$ cat src/rtl/decompress_ctrl.sv
// Polynomial decompression controller: unpacks 256 d-bit LSB-first coefficients and streams them decompressed.
// Optional raw-coefficient path enabled by `define DECOMPRESS_CTRL_BYPASS_EN (adds i_bypass).
module decompress_ctrl #(
  parameter int unsigned Q    = 3329,
  parameter int unsigned N    = 256,
  parameter int unsigned BUFW = 18
) (
  input  logic        i_clk,
  input  logic        i_rstn,
  input  logic        i_start,
  input  logic [3:0]  i_d,
  input  logic [7:0]  i_byte,
  input  logic        i_byte_valid,
  output logic        o_byte_ready,
  output logic [11:0] o_coeff,
  output logic        o_coeff_valid,
  input  logic        i_coeff_ready,
  output logic [7:0]  o_idx,
  output logic        o_busy,
  output logic        o_done,
`ifdef DECOMPRESS_CTRL_BYPASS_EN
  output logic        o_err,
  input  logic        i_bypass
`else
  output logic        o_err
`endif
);

  localparam int unsigned CNTW = $clog2(BUFW + 1);
  localparam int unsigned NW   = $clog2(N + 1);
  localparam int unsigned BYW  = 9;
  localparam int unsigned PW   = 24;

  typedef enum logic [1:0] {IDLE, RUN, DONE} state_e;

  state_e            state_q, state_d;
  logic [3:0]        d_q, d_d;
  logic [BUFW-1:0]   buf_q, buf_d;
  logic [CNTW-1:0]   bitcnt_q, bitcnt_d;
  logic [BYW-1:0]    bytes_q, bytes_d;
  logic [NW-1:0]     ext_q, ext_d;
  logic [11:0]       coeff_q, coeff_d;
  logic              valid_q, valid_d;
  logic [7:0]        idx_q, idx_d;
  logic              done_q, done_d;
  logic              err_q, err_d;
`ifdef DECOMPRESS_CTRL_BYPASS_EN
  logic              bypass_q, bypass_d;
`endif

  logic              legal_d, byte_ready_c, byte_acc, ext, hs, use_raw;
  logic [10:0]       x;
  logic [PW-1:0]     prod;
  logic [11:0]       dec;
  logic [BUFW-1:0]   buf_sh;
  logic [CNTW-1:0]   cnt_sh;

  // Datapath decode: handshakes, extraction and the rounding divide by 2^d
  always_comb begin
    legal_d      = i_d inside {4'd1, 4'd4, 4'd5, 4'd10, 4'd11};
    byte_ready_c = (state_q == RUN) && (bitcnt_q <= CNTW'(BUFW - 8))
                   && (bytes_q < (BYW'(d_q) << 5));
    byte_acc     = i_byte_valid && byte_ready_c;
    ext          = (state_q == RUN) && (bitcnt_q >= CNTW'(d_q))
                   && (!valid_q || i_coeff_ready) && (ext_q < NW'(N));
    hs           = valid_q && i_coeff_ready;
    x            = 11'(buf_q) & 11'((12'd1 << d_q) - 12'd1);
    prod         = PW'(x) * PW'(Q) + ((PW'(1) << d_q) >> 1);
    dec          = 12'(prod >> d_q);
`ifdef DECOMPRESS_CTRL_BYPASS_EN
    use_raw      = bypass_q;
`else
    use_raw      = 1'b0;
`endif
    buf_sh       = ext ? (buf_q >> d_q) : buf_q;
    cnt_sh       = ext ? (bitcnt_q - CNTW'(d_q)) : bitcnt_q;
  end

  // Next-state and register updates
  always_comb begin
    state_d  = state_q;
    d_d      = d_q;
    buf_d    = buf_q;
    bitcnt_d = bitcnt_q;
    bytes_d  = bytes_q;
    ext_d    = ext_q;
    coeff_d  = coeff_q;
    valid_d  = valid_q;
    idx_d    = idx_q;
    done_d   = 1'b0;
    err_d    = 1'b0;
`ifdef DECOMPRESS_CTRL_BYPASS_EN
    bypass_d = bypass_q;
`endif
    case (state_q)
      IDLE: begin
        if (i_start) begin
          if (legal_d) begin
            state_d  = RUN;
            d_d      = i_d;
            buf_d    = '0;
            bitcnt_d = '0;
            bytes_d  = '0;
            ext_d    = '0;
            valid_d  = 1'b0;
            idx_d    = '0;
`ifdef DECOMPRESS_CTRL_BYPASS_EN
            bypass_d = i_bypass;
`endif
          end else begin
            err_d = 1'b1;
          end
        end
      end
      RUN: begin
        // A same-cycle byte lands just above the bits left after extraction
        if (byte_acc) begin
          buf_d    = buf_sh | (BUFW'(i_byte) << cnt_sh);
          bitcnt_d = cnt_sh + CNTW'(8);
          bytes_d  = bytes_q + BYW'(1);
        end else begin
          buf_d    = buf_sh;
          bitcnt_d = cnt_sh;
        end
        if (ext) begin
          valid_d = 1'b1;
          coeff_d = use_raw ? 12'(x) : dec;
          idx_d   = 8'(ext_q);
          ext_d   = ext_q + NW'(1);
        end else if (hs) begin
          valid_d = 1'b0;
          if (ext_q == NW'(N)) begin
            state_d = DONE;
            done_d  = 1'b1;
          end
        end
      end
      DONE: state_d = IDLE;
      default: state_d = IDLE;
    endcase
  end

  always_ff @(posedge i_clk or negedge i_rstn) begin
    if (!i_rstn) begin
      state_q  <= IDLE;
      d_q      <= '0;
      buf_q    <= '0;
      bitcnt_q <= '0;
      bytes_q  <= '0;
      ext_q    <= '0;
      coeff_q  <= '0;
      valid_q  <= 1'b0;
      idx_q    <= '0;
      done_q   <= 1'b0;
      err_q    <= 1'b0;
`ifdef DECOMPRESS_CTRL_BYPASS_EN
      bypass_q <= 1'b0;
`endif
    end else begin
      state_q  <= state_d;
      d_q      <= d_d;
      buf_q    <= buf_d;
      bitcnt_q <= bitcnt_d;
      bytes_q  <= bytes_d;
      ext_q    <= ext_d;
      coeff_q  <= coeff_d;
      valid_q  <= valid_d;
      idx_q    <= idx_d;
      done_q   <= done_d;
      err_q    <= err_d;
`ifdef DECOMPRESS_CTRL_BYPASS_EN
      bypass_q <= bypass_d;
`endif
    end
  end

  assign o_byte_ready  = byte_ready_c;
  assign o_coeff       = coeff_q;
  assign o_coeff_valid = valid_q;
  assign o_idx         = idx_q;
  assign o_busy        = (state_q == RUN);
  assign o_done        = done_q;
  assign o_err         = err_q;

endmodule
$ cat config.mk
export PLATFORM = sky130hd
export DESIGN_NAME = decompress_ctrl
export DESIGN_NICKNAME = d
export VERILOG_FILES = /design/src/rtl/decompress_ctrl.sv
export SDC_FILE = /design/constraint.sdc
export NUM_CORES = 1
export LEC_CHECK = 0
export CAP_MARGIN = 20
export CORE_ASPECT_RATIO = 0.8
export CORE_MARGIN = 10
export CORE_UTILIZATION = 53
export CTS_CLUSTER_SIZE = 24
export DETAILED_ROUTE_END_ITERATION = 6
export DONT_BUFFER_PORTS = 1
export GPL_TIMING_DRIVEN = 0
export PLACE_DENSITY = 0.68
export SYNTH_ARGS = -nofsm -noshare
export SYNTH_HDL_FRONTEND = slang
export SYNTH_SLANG_ARGS = --single-unit
$ cat constraint.sdc
create_clock -name i_clk -period 10.05 [get_ports i_clk]
set_input_delay 2.5125 -clock i_clk [delete_from_list [all_inputs] [get_ports i_clk]]
set_output_delay 2.5125 -clock i_clk [all_outputs]
set_load 0.005 [all_outputs]
---- Yosys cells after proc, flatten, opt, wreduce, memory -nomap -nowiden ----
Index checks and enable logic that the tools add are counted.
storage, ports and cells
  register bits ........................... 70
  input bits .............................. 17
  output and inout bits ................... 25
  word-level logic and storage cells ...... 101
cells by class
  equal/unequal tests ..................... 15
  bitwise logic cells ..................... 2
  multiply operators ...................... 1
  order comparisons ....................... 4
  multiplexer cells ....................... 38
  $add $sub $neg .......................... 6
  reductions and logical operators ........ 19
  shift operators ......................... 5
operators by type and width
  cell                      number
  $mux W18                  4
  $mux W9                   4
  $pmux W18 S2              1
  $pmux W9 S2               2
  $add A23 B23 Y24          1
  $mux W8                   3
  $shl A1 B4 Y24 const A    1
  $shr A24 B4 Y12           1
  $mul A11 B12 Y23 const B  1
  $mux W5                   4
  $add A9 B1 Y9 const B     2
  $or A18 B18 Y18           1
  $shl A8 B5 Y18            1
  $shr A18 B4 Y18           1
  $pmux W8 S2               1
  $reduce_and A4 Y1         3
  $and A11 B11 Y11          1
  $mux W1                   11
  $shl A1 B4 Y11 const A    1
  $sub A11 B1 Y11 const B   1
  $mux W2                   5
  $pmux W5 S2               1
  $eq A9 B9 Y1 const B      1
  $lt A9 B9 Y1              1
  23 further kinds          37

---- Depth between registers and ports, before layout ----
Gate-level depths: netlist of the first run.
  depth in word-level cells ............... 9
  depth in mapped cells ................... 29
  depth with buffers taken out ............ 25

---- Least setup slack after synthesis of the first run ----
No wires, ideal clock.
  path kind ............................... reg2reg
  start point ............................. register d_q[1]
  end point ............................... register coeff_q[2] (netlist: o_coeff[2])
  stages on the path, launching flop included .. 30
  library setup time ...................... 0.117 ns
  arrival time ............................ 6.344 ns
  setup slack ............................. 3.589 ns
  period minus slack after synthesis ...... 6.461 ns
  data required time ...................... 9.933 ns
  path through ............................ dfrtp_1 clkbuf_1 clkbuf_1 clkbuf_1 nor2_1 nand2_1 ha_1 clkbuf_1 nand2_1 xnor2_1 and2_1 ha_1 ha_1 ha_1 inv_1 fa_1 inv_1 fa_1 ha_1 clkbuf_1 a21oi_1 o21ai_0 a31o_2 a21oi_1 xnor2_1 mux2i_1 a21oi_1 mux4_2 nand2_1 nand2_1
between the ends
  cells in the longest elaborated chain, start to end .. 6
RTL lines
  element                 line  source
  start, declared         37    logic [3:0] d_q, d_d;
  start signal, assigned  146   d_q <= '0;
  start signal, assigned  161   d_q <= d_d;
  $shl A1 B4 Y11          67    x = 11'(buf_q) & 11'((12'd1 << d_q) - 12'd1);
  $sub A11 B1 Y11         67
  $and A11 B11 Y11        67
  $mul A11 B12 Y23        68    prod = PW'(x) * PW'(Q) + ((PW'(1) << d_q) >> 1);
  $add A23 B23 Y24        68
  $shr A24 B4 Y12         69    dec = 12'(prod >> d_q);
  end signal, assigned    166   coeff_q <= coeff_d;
  end, declared           42    logic [11:0] coeff_q, coeff_d;
Several ways; a longest one is shown, not always the timed one.
A chain may end at the register's enable or synchronous reset.

---- Worst setup path after layout of the first run ----
  start point ............................. register d_q[1]
  end point ............................... register coeff_q[3] (netlist: o_coeff[3])
Same word-level chain as after synthesis.

==> metrics.md, run 1 <==
| Metric | Value |
|---|---|
| Status | `finished with violations` |
| Failing checks | `design-rule violations` |
| Pins Over Slew Limit | `0` |
| Mapped Area | `7689 um2` |
| GRT Residual Overflow | `0` |
| Register area share after synthesis | `0.2278` |
| Ant diodes | `0` |
| Worst-path clk slew | `0.06 ns` |
| Layout cells sized above 1 | `0.06317` |
| Placer Congestion | `1.036` |
| Final Setup Violations | `0` |
| Top cells by count, synth | `nand2_1, ha_1, nor2_1` |
| Post-Synth Simple-Gate Area | `0.1707` |
| CP max stage delay | `0.58 ns` |
| Vias in the first global route | `6973` |
| Worst min-delay path class | `reg -> reg` |
| Netlist cell types | `70` |
| NumNets Final | `1064` |
| Largest net degree at the start of global routing | `71` |
| Setup TNS | `0 ns` |
| Crit-path leading delay family | `adder cells` |
| WP buf/inv | `7` |
| Final Critical Period | `8.418 ns` |
| XOR/XNOR Fraction of Synth Area | `0.03645` |
| Hold-fix buffers at CTS | `0` |
| Slew HR | `0.2489` |
| Post-route ant nets | `0` |
| Via count | `7329` |
| Post-synthesis mux area share | `0.09699` |
| First DRT Iteration DRCs | `833` |
| Highest clock rate | `118.8 MHz` |
| Clock Skews | `0.003731 ns` |
| Data arrival, critical path | `8.70 ns` |
| Largest area contributor in the netlist | `dfrtp_1` |
| Number of flops mapped to enable cells by yosys | `0` |
| Post CTS Setup Buffer Count | `0` |
| Area delta synth->final | `7.014%` |
| Worst setup path start | `d_q[1]` |
| Final core utilization | `0.5775` |
| Core Rows | `39` |
| Main combinational cell family by area after synthesis | `compound AO/OA/AOI/OAI gates` |
| TritonRoute pass-1 iters | `7` |
| Yosys warnings | `0` |
| Min-delay src | `o_idx[6]` |
| Chip height | `127.7 um` |
| DR WL/cell | `21.24 um` |
| DP HPWL | `18640 um` |
| Kind of critical path | `reg -> reg` |
| RR Startpoint | `d_q[1]` |
| CP startpoint kind | `flip-flop` |
| Root Buffer | `clkbuf_16` |
| CP required | `10.33 ns` |
| Worst-margin pin slew | `1.117 ns` |
| # port buffers | `0` |
| Synth Register Bits | `70` |
| Via/cell ratio | `6.555` |
| Post_cts resized | `0` |
| CTS Buf Count | `9` |
| Fin crit share | `0.8376` |
| Total wire length | `23750 um` |
| Sink Count | `70` |
| GRT Overall Usage | `0.2373` |
| Predominant post-synthesis flop cell | `dfrtp_1` |
| CP Capture Type | `flip-flop` |
| CTS tree | `built` |
| Average size of a mapped cell | `8.394 um2` |
| Syn Inst Count | `916` |
| Starting Density | `0.5396` |
| Ranking of synthesized cells by area | `dfrtp_1, ha_1, mux2i_1` |
| Most common cell in the netlist | `nand2_1` |
| Core ar. | `14250 um2` |
| CP max FO | `10` |
| Die X | `154.7 um` |
| Number of remaining DRC errors | `4` |
| H-tree levels | `3` |
| First-pass GRT wire length | `38060 um` |
| CP max-delay cell | `clkbuf_1` |
| Post-synth ARST share | `1.000` |
| Initial antenna violation count | `0` |
| CTS Buffer Depth | `2` |
| Max cap viols | `0` |
| Compound-Gate Fraction of Synth Area | `0.2142` |
| RSZ-0062 raised after global routing | `no` |
| I/O pins | `42` |
| Total die area | `19750 um2` |
| Worst-Skew Late Latency | `0.34 ns` |
| Adder-cell share of the synthesized area | `0.2076` |
| Endpoints failing hold | `0` |
| Net Count, Synth | `1051` |
| Synth top area share | `0.2278` |
[metal layers]
| layer | up-vias | GRT usage | wire [um] |
|---|---|---|---|
| li1 | 3375 | - | - |
| met1 | 3531 | 0.3365 | 10790 |
| met2 | 378 | 0.3430 | 9822 |
| met3 | 45 | 0.07713 | 2776 |
| met4 | 0 | 0.04881 | 354 |
| met5 | - | 0 | 0 |
[layout make-up]
cell class / instances / area [um2]
well taps: 184 / 230.2
plain buffers: 51 / 212.7
fillers: 1330 / 6021
flip-flops and latches: 70 / 1752
clock inverters: 6 / 70.07
repair buffers: 2 / 10.01
inverters: 38 / 142.6
multi-input cells: 757 / 5582
clock buffers: 10 / 229.0
[through the flow]
step	setup slack (ns)	cell area [um2]	hold slack, ns	instances
finish	1.632	8228	0.5265	1118
global placement	1.861	7919	0.5051	1100
global route	1.284	8228	0.5630	1118
detailed placement	1.958	7924	0.5163	1101
floorplan	3.589	7689	0.4698	916
CTS	1.925	8223	0.5314	1117
[final timing paths]
check                      cells after the start  slack [ns]         end
min in group asynchronous                      0        1.87  o_coeff[0]
max                                           29        1.63  o_coeff[3]
max reg2reg                                   29        1.63  o_coeff[3]
min                                            2        0.53    o_idx[6]
max in group asynchronous                      0        8.06    buf_q[6]
min reg2reg                                    2        0.53    o_idx[6]
[cells by family after synthesis]
| family | Yosys count |
|---|---|
| buffers and inverters | 89 |
| XOR/XNOR | 32 |
| flip-flops | 70 |
| AO/OA/AOI/OAI | 258 |
| AND/OR/NAND/NOR | 286 |
| adder cells (fa/ha/maj) | 118 |
| multiplexers | 63 |
[sequential cells by signal, summed over array words and instances (netlist names), 2 cells and up]
name,flops
o_coeff,12
o_idx,8
buf_q,18
state_q,2
bytes_q,9
ext_q,9
bitcnt_q,5
d_q,4
[cells in the final DEF, fill, tap and decap left out, types with 16 or more instances in the layout]
| cell type | synthesis | final |
|---|---|---|
| nand2_1 | 103 | 103 |
| a211oi_1 | 21 | 21 |
| inv_1 | 35 | 35 |
| dfrtp_1 | 70 | 70 |
| clkbuf_1 | 29 | 30 |
| fa_1 | 16 | 16 |
| nor2_1 | 75 | 75 |
| a21oi_1 | 73 | 73 |
| xnor2_1 | 17 | 17 |
| nand3_1 | 22 | 22 |
| nor3_1 | 17 | 17 |
| o21ai_0 | 51 | 51 |
| ha_1 | 102 | 102 |
| mux2i_1 | 45 | 45 |
[worst register-to-register path, delay by kind of cell (launching register included)]
kind,cells,cell delay [ns]
AO/OA/AOI/OAI,8,1.85
buffers and inverters,7,2.25
flip-flops,1,0.33
adder cells (fa/ha/maj),7,2.34
AND/OR/NAND/NOR,4,0.85
multiplexers,1,0.26
XOR/XNOR,2,0.45
Power of run 1 is not shown: default switching activity piles up to over one toggle a cycle in this logic, so the estimate is an artifact.
==> inputs of run 2 (changes only) <==
--- a/config.mk
+++ b/config.mk
@@ -13,7 +13,7 @@
 export DETAILED_ROUTE_END_ITERATION = 6
 export DONT_BUFFER_PORTS = 1
 export GPL_TIMING_DRIVEN = 0
-export PLACE_DENSITY = 0.68
+export PLACE_DENSITY = 0.71
 export SYNTH_ARGS = -nofsm -noshare
 export SYNTH_HDL_FRONTEND = slang
 export SYNTH_SLANG_ARGS = --single-unit
==> constraint.sdc (replaced) <==
create_clock -name i_clk -period 6.9 [get_ports i_clk]
set_input_delay 1.725 -clock i_clk [delete_from_list [all_inputs] [get_ports i_clk]]
set_output_delay 1.725 -clock i_clk [all_outputs]
set_load 0.005 [all_outputs]
==> run 2 against run 1 <==
Effect of this change:
- the flow now finishes without violations
- worst hold slack got worse by 0.015 ns
- wire length fell by 0.51%
- global-route usage fell by 0.36 points
- largest cell class unchanged
==> metrics.md, run 2 (synthesized netlist as in run 1, its figures left out) <==
| Metric | Value |
|---|---|
| Highest clock rate | `152.3 MHz` |
| Hold depth | `1` |
| Largest net degree at the start of global routing | `71` |
| CTS Buffer Depth | `2` |
| Placer Congestion | `1.024` |
| Number of remaining DRC errors | `0` |
| Sink Count | `70` |
| Hold-fix buffers at CTS | `0` |
| Register-to-Register Path Depth | `24` |
| Worst min-delay path class | `reg -> reg` |
| Initial antenna violation count | `0` |
| Slew HR | `0.4336` |
| NumNets Final | `1060` |
| CTS Buf Count | `9` |
| Top reg by flops | `buf_q` |
| Starting Density | `0.5396` |
| Fin crit share | `0.9516` |
| Endpoints failing hold | `0` |
| Worst-Skew Late Latency | `0.33 ns` |
| Root Buffer | `clkbuf_16` |
| First-pass GRT wire length | `37560 um` |
| Data arrival, critical path | `6.84 ns` |
| H-tree levels | `3` |
| GRT Residual Overflow | `0` |
| RSZ-0062 raised after global routing | `no` |
| CP startpoint kind | `flip-flop` |
| Post-route ant nets | `0` |
| Chip height | `127.7 um` |
| Via/cell ratio | `6.534` |
| Worst-margin pin slew | `0.8496 ns` |
| I/O pins | `42` |
| Layout cells sized above 1 | `0.09247` |
| Core Rows | `39` |
| CP max FO | `10` |
| Most common cell after layout, fill and taps aside | `nand2_1` |
| Worst-path clk slew | `0.06 ns` |
| Via count | `7279` |
| CP Capture Type | `flip-flop` |
| Pins Over Slew Limit | `0` |
| CP required | `7.18 ns` |
| Max FFs per register | `18` |
| CTS tree | `built` |
| Non-Filler Instances | `1114` |
| Clock Skews | `0.008690 ns` |
| First DRT Iteration DRCs | `967` |
| Total die area | `19750 um2` |
| Die X | `154.7 um` |
| TritonRoute pass-1 iters | `6` |
| Vias in the first global route | `6808` |
| GRT Overall Usage | `0.2337` |
| # port buffers | `0` |
| Final Setup Violations | `0` |
| Total wire length | `23630 um` |
| Max cap viols | `0` |
| Area delta synth->final | `8.576%` |
| Kind of critical path | `reg -> reg` |
| Status | `complete, no violations` |
| Final Critical Period | `6.566 ns` |
| Core ar. | `14250 um2` |
| DR WL/cell | `21.21 um` |
| Most frequent cells in the layout | `nand2_1, ha_1, nor2_1` |
| Post-Place Cells | `1100` |
| Ant diodes | `0` |
| DP HPWL | `18820 um` |
-- run 2: layer usage --
metal / vias up / global-route usage / part of all wire
li1: 3372 / - / -
met1: 3514 / 0.3527 / 0.47
met2: 364 / 0.3229 / 0.41
met3: 29 / 0.06036 / 0.11
met4: 0 / 0.04825 / 0.013
met5: - / 0 / 0
-- run 2: cell type report --
cell class	count	area [um2]
Timing Repair Buffer	1	7.507
Inverter	38	142.6
Clock buffer	10	229.0
Fill cell	1330	5901
Clock inverter	6	93.84
Sequential cell	70	1753
Buffer	48	236.5
Tap cell	184	230.2
Multi-Input combinational cell	757	5655
-- run 2: metrics by stage --
step                      worst slack [ns]  hold WS (ns)  utilization  TNS (ns)  cell area, um2
after floorplan                     0.4387        0.4698            -         0            7689
after global routing              0.002182        0.5407       0.5859         0            8348
after CTS                          0.03047        0.5223       0.5811         0            8280
after detailed placement            -1.218        0.5080       0.5558    -12.62            7919
final                               0.3343        0.5119       0.5859         0            8348
after global placement              -1.312        0.5034       0.5558    -13.13            7919
-- run 2: worst paths after layout --
kind / to / startpoint / slack (ns)
max: o_coeff[3] / d_q[1] / 0.33
min: o_coeff[3] / o_coeff[3] / 0.51
max reg2reg: o_coeff[3] / d_q[1] / 0.33
min reg2reg: o_coeff[3] / o_coeff[3] / 0.51
max in group asynchronous: buf_q[6] / i_rstn / 5.68
min in group asynchronous: o_idx[1] / i_rstn / 1.09
-- run 2: critical path, cell delays in order (launching register included) --
cell and delay (ns):
dfrtp_2 0.51, clkbuf_4 0.29, buf_2 0.30, buf_2 0.32, nand2_1 0.13, nor2_1 0.24
xnor2_2 0.12, nor2_4 0.21, ha_1 0.28, ha_1 0.30, ha_1 0.28, ha_1 0.32
fa_1 0.49, ha_1 0.28, buf_2 0.19, nand2_1 0.12, a211oi_1 0.30, a21oi_2 0.15
o21ai_0 0.31, xor2_1 0.32, o22ai_1 0.17, a211oi_1 0.24, a31oi_1 0.08, a211oi_1 0.42
a21o_1 0.12
-- run 2: repair_timing --
action	CTS	global route
buffers inserted	1	0
endpoints found under the hold margin	0	0
resized for setup	20	31
endpoints found under the setup margin	12	12
Power of run 2 is left out for the same reason.
